File: src/rtl/pc_next_unit.sv
// rtl/pc_next_unit.sv - MIPS program counter and next-PC selector with fetch handshake.
// Optional macro DELAY_SLOT_EN enables branch-delay-slot semantics.
module pc_next_unit #(
  parameter logic [31:0] RESET_VECTOR = 32'h0000_0000,
  parameter logic [31:0] EXC_VECTOR   = 32'h0000_0080
) (
  input  logic        clk,
  input  logic        reset,
  input  logic        stall,
  input  logic        halt,
  input  logic        jump,
  input  logic [27:0] jump_target,
  input  logic        branch_taken,
  input  logic [31:0] branch_offset,
  input  logic        jr,
  input  logic [31:0] jr_target,
  input  logic        imem_ready,
  output logic [31:0] pc,
  output logic        pc_valid,
  output logic [31:0] pc_plus4,
  output logic [31:0] link_addr,
  output logic        misalign_exc
);

  typedef enum logic [1:0] {
    S_IDLE   = 2'd0,
    S_FETCH  = 2'd1,
    S_HALTED = 2'd2
  } state_t;

  state_t      state;
  logic        accept;
  logic        redirect;
  logic        jr_misaligned;
  logic [31:0] jump_addr;
  logic [31:0] branch_addr;
  logic [31:0] redirect_target;

  assign pc_plus4 = pc + 32'd4;

`ifdef DELAY_SLOT_EN
  // The instruction after the slot returns past the slot itself.
  assign link_addr = pc + 32'd8;
  logic        pending_valid;
  logic [31:0] pending_target;
`else
  assign link_addr = pc_plus4;
`endif

  assign accept        = pc_valid & imem_ready & ~stall;
  assign redirect      = jr | jump | branch_taken;
  assign jr_misaligned = jr & (jr_target[1:0] != 2'b00);
  assign jump_addr     = {pc_plus4[31:28], jump_target};
  assign branch_addr   = pc_plus4 + {branch_offset[29:0], 2'b00};

  always_comb begin
    redirect_target = pc_plus4;
    if (jr) begin
      redirect_target = jr_misaligned ? EXC_VECTOR : jr_target;
    end else if (jump) begin
      redirect_target = jump_addr;
    end else if (branch_taken) begin
      redirect_target = branch_addr;
    end
  end

  always_ff @(posedge clk) begin
    if (reset) begin
      state        <= S_IDLE;
      pc           <= RESET_VECTOR;
      pc_valid     <= 1'b0;
      misalign_exc <= 1'b0;
`ifdef DELAY_SLOT_EN
      pending_valid  <= 1'b0;
      pending_target <= RESET_VECTOR;
`endif
    end else begin
      misalign_exc <= 1'b0;
      case (state)
        S_IDLE: begin
          state    <= S_FETCH;
          pc_valid <= 1'b1;
        end
        S_FETCH: begin
          if (accept) begin
            if (halt) begin
              // The halting fetch is the last one; pc stays on it.
              state    <= S_HALTED;
              pc_valid <= 1'b0;
`ifdef DELAY_SLOT_EN
              pending_valid <= 1'b0;
`endif
            end else begin
`ifdef DELAY_SLOT_EN
              if (pending_valid) begin
                pc            <= pending_target;
                pending_valid <= 1'b0;
              end else begin
                pc <= pc_plus4;
                if (redirect) begin
                  pending_valid  <= 1'b1;
                  pending_target <= redirect_target;
                  misalign_exc   <= jr_misaligned;
                end
              end
`else
              pc           <= redirect ? redirect_target : pc_plus4;
              misalign_exc <= jr_misaligned;
`endif
            end
          end
        end
        S_HALTED: begin
          pc_valid <= 1'b0;
        end
        default: begin
          state    <= S_IDLE;
          pc_valid <= 1'b0;
        end
      endcase
    end
  end

endmodule
File: config.mk
export PLATFORM = sky130hd
export DESIGN_NAME = pc_next_unit
export DESIGN_NICKNAME = d
export VERILOG_FILES = /design/src/rtl/pc_next_unit.sv
export SDC_FILE = /design/constraint.sdc
export NUM_CORES = 1
export LEC_CHECK = 0
export BUFFER_PORTS_ARGS = -buffer_cell sky130_fd_sc_hd__buf_2
export CORE_ASPECT_RATIO = 0.8
export CORE_MARGIN = 1
export CORE_UTILIZATION = 45
export CTS_BUF_LIST = sky130_fd_sc_hd__clkbuf_16
export CTS_CLUSTER_DIAMETER = 60
export DETAILED_ROUTE_END_ITERATION = 12
export PLACE_DENSITY_LB_ADDON = 0.15
export SYNTH_ARGS = -nofsm -noshare
export SYNTH_HDL_FRONTEND = slang
export SYNTH_SLANG_ARGS = --single-unit
File: constraint.sdc
create_clock -name clk -period 3.3 [get_ports clk]
set_input_delay 0.165 -clock clk [delete_from_list [all_inputs] [get_ports clk]]
set_output_delay 0.165 -clock clk [all_outputs]
set_load 0.02 [all_outputs]
==> flow_metrics.py <==
metrics = {
    "outcome": {
        "violations": "setup timing",
        "status": "complete, but fails checks",
    },
    "synth": {
        "yosys_register_bits": 36,
        "netlist_area_sq_mm": 0.004542,
        "yosys_warnings": 0,
        "synth-edff-count": 0,
        "syn_area_per_cell_sq_um": 7.397,
        "syn_nets": 751,
        "synthCells": 614,
        "ys_seq_area_frac": 0.1587,
        "yosysUniqueCellTypes": 66,
        "synth_ff_type": "dfxtp_1",
        "async_flop_share": 0,
    },
    "critical_path": {
        "worst-r2r-cell-count": 15,
        "cp.depth": 15,
        "start_kind": "flip-flop",
        "path_class": "flip-flop to flip-flop",
        "crit_path_end": "pc[28]",
        "cp.required_ps": 3480,
        "cp_slowest_cell": "dfxtp_4",
        "crit_fanout": 5,
        "r2r-end": "pc[28]",
        "crit_buf_inv": 0,
        "crit_family": "compound AO/OA/AOI/OAI gates",
        "critical-path-max-stage-delay_ps": 390,
        "crit_chain": "ha_4, nand2_4, or2_4, nor2_4, and4_4, xor2_4, ha_4, a21o_1, o21bai_4, a21o_1, a211o_1, a221o_1, xnor2_1, nand3_1, a32o_1",
        "cp-end-kind": "flip-flop",
        "cp-startpoint": "pc[3]",
        "rrSetupSlack_ps": -70,
        "rr_startpoint": "pc[3]",
        "crit_arrival_ps": 3550,
    },
    "clock_network": {
        "numCtsBuffers": 5,
        "htree_levels": 2,
        "clock_path_buffers": 2,
        "cts.sinks": 36,
        "cts_tree": "done",
        "clk_latency_ps": 290,
        "clkTransAtPathRegs_ps": 70,
        "clockRootBuffer": "clkbuf_16",
    },
    "timing": {
        "fmax_mhz": 296.6,
        "worst_pin_slew_ps": 845.5,
        "fin_crit_ps": 3372,
        "rsz0062_at_grt": "yes",
        "holdWs_ps": 130.3,
        "fin_setup_tns_ps": -128.8,
        "relSlewSlack": 0.4338,
        "hold_viol_final": 0,
        "setup_violations": 2,
        "layout_setup_ws_ps": -71.90,
        "min_period_over_period": 1.022,
        "clock_skew_ps": 9.175,
        "maxSlewViolCount": 0,
    },
    "finish": {
        "syn_to_final_growth_pct": 62.29,
        "multi_input_area_sq_mm": 0.004188,
        "register_area_sq_um": 775.7,
        "fill_cells": 724,
        "finalNonFillerCells": 1026,
        "n_antenna_cell": 0,
        "finalNetCount": 1026,
        "drive_gt1_frac": 0.5382,
    },
    "floorplanning": {
        "rows": 32,
        "core_sq_mm": 0.009729,
        "die_x_um": 114.3,
        "die-area_sq_mm": 0.01050,
        "die_h_um": 91.86,
        "io-pin-count": 198,
        "initial_core_util": 0.4668,
    },
    "global_routing": {
        "antenna_found_initial": 0,
        "grt_pass1_wl_um": 28590,
        "grt_overflow": 0,
        "grt_max_degree": 38,
        "track_usage": 0.3469,
        "first_global_vias": 5678,
    },
    "detailed_routing": {
        "routedWlPerCell_um": 18.72,
        "drc": 0,
        "drt-initial-drc-count": 574,
        "viasPerCell": 5.971,
        "vias": 6126,
        "dr.pass1.iters": 6,
        "routed_wl_um": 19200,
        "postRouteAntennaNets": 0,
    },
    "power": {
        "ir_drop_mv": 0.2182,
        "p_per_area_mw_per_mm2": 191.8,
        "power_leakage_nw": 3.678,
    },
    "place": {
        "placedCellCount": 996,
        "gp_congestion": 0.9514,
        "port_buffers": 195,
        "dp_hpwl_um": 14070,
    },
    "worst_hold_path": {
        "hold_class": "input port to flip-flop",
    },
    "job": {
        "cap_violations": 0,
    },
}
[power breakdown]
part           total [W]  leakage, nW  switching [W]  internal [W]
sequential      0.000438        0.305     0.00000572      0.000432
clock           0.000542       0.0823       0.000216      0.000326
combinational   0.000434         3.29       0.000243      0.000191
[through the flow]
step / total power (W) / setup WS [ps] / utilization / cell area [sq um]
finish: 0.001414 / -71.90 / 0.7576 / 7371
floorplan: 0.0006698 / -48.06 / - / 4956
global route: 0.001457 / -162.8 / 0.7576 / 7371
global placement: 0.0008281 / -40.52 / 0.6775 / 6591
detailed placement: 0.0008371 / -82.10 / 0.6775 / 6591
CTS: 0.001373 / -64.39 / 0.7090 / 6898
[cells in the mapped netlist, drive strengths merged (2+ instances only)]
master,count,area [sq um]
a21oi,59,302.8
and4,4,35.03
dfxtp,36,720.7
o21ai,45,229.0
and2,2,12.51
nor3,19,105.1
o31ai,9,86.33
o31a,2,17.52
nor2,58,217.7
o22ai,4,25.02
a221oi,15,131.4
and3,14,97.59
a22o,2,17.52
o21a,6,45.04
mux2i,2,20.02
a22oi,3,22.52
a221o,10,100.1
nand4,12,81.33
a211o,3,26.28
a311oi,3,32.53
nand2,52,195.2
nand3b,2,27.53
ha,36,450.4
o21ba,2,20.02
inv,8,30.03
xnor2,26,227.7
or2,4,25.02
nand3,20,112.6
nor4,3,18.77
xor2,25,219.0
a21boi,2,15.01
o21bai,3,26.27
a21o,10,76.32
a211oi,12,95.09
o211ai,4,30.03
buf,44,312.8
clkbuf,24,90.09
a31oi,11,68.82
nor2b,2,12.51
o221ai,2,17.52
or3,4,25.02
[routing by layer]
layer | up-vias | global-route usage | routed length (um)
li1 | 2802 | - | -
met1 | 2932 | 0.4545 | 7993
met2 | 346 | 0.5737 | 9119
met3 | 46 | 0.05816 | 1645
met4 | 0 | 0.1190 | 446
met5 | - | 0 | 0
[flip-flops by register name, summed over array words and instances (netlist names)]
| name | flops |
|---|---|
| misalign_exc | 1 |
| pc | 32 |
| pc_valid | 1 |
| state | 2 |
[timing repair]
item                                    CTS  global route
buffers inserted                          5            17
gates resized for setup                  19            68
hold buffers                              0             0
pin swaps                                25            56
endpoints found under the setup margin    8            16
[cell families after synthesis]
| kind of cell | after synthesis | synth area share |
|---|---|---|
| compound gates | 212 | 0.3198 |
| simple gates | 200 | 0.2198 |
| buf+inv | 76 | 0.09532 |
| xor+xnor | 51 | 0.09835 |
| fa+ha+maj | 37 | 0.1036 |
| flops | 36 | 0.1587 |
| mux | 2 | 0.004408 |
[worst register-to-register path, cell delays in order (launching register included)]
cell and delay [ps]:
dfxtp_4 390, ha_4 150, nand2_4 60, or2_4 270
nor2_4 160, and4_4 280, xor2_4 90, ha_4 170
a21o_1 180, o21bai_4 170, a21o_1 160, a211o_1 260
a221o_1 380, xnor2_1 170, nand3_1 100, a32o_1 270
[layout by cell type (no fill, tap or decap), types with 11 or more instances in the layout]
master	count
ha_4	14
xnor2_1	15
xor2_1	13
a21oi_1	50
buf_4	138
buf_2	195
o21ai_0	37
nor2_1	49
nor3_1	13
dfxtp_4	12
nand3_1	15
nand2_1	46
a221oi_1	14
nand4_1	11
dfxtp_1	16
ha_1	21
[worst min path at each step]
stage                               from    end  cells past startpoint  slack, ps
final                     jump_target[1]  pc[1]                      3        130
after global routing      jump_target[1]  pc[1]                      3        140
after CTS                 jump_target[1]  pc[1]                      3        140
after detailed placement  jump_target[1]  pc[1]                      3        440
after global placement    jump_target[0]  pc[0]                      3        430
after floorplan           jump_target[0]  pc[0]                      2        320
[layout make-up]
class | instances | share of cell area
repair buffers | 336 | 0.2775
flip-flops and latches | 36 | 0.1052
clock inverters | 2 | 0.001528
well taps | 136 | 0.02309
inverters | 8 | 0.004074
multi-input cells | 502 | 0.5682
clock buffers | 6 | 0.02037
Power figures use the tool's default switching activity.
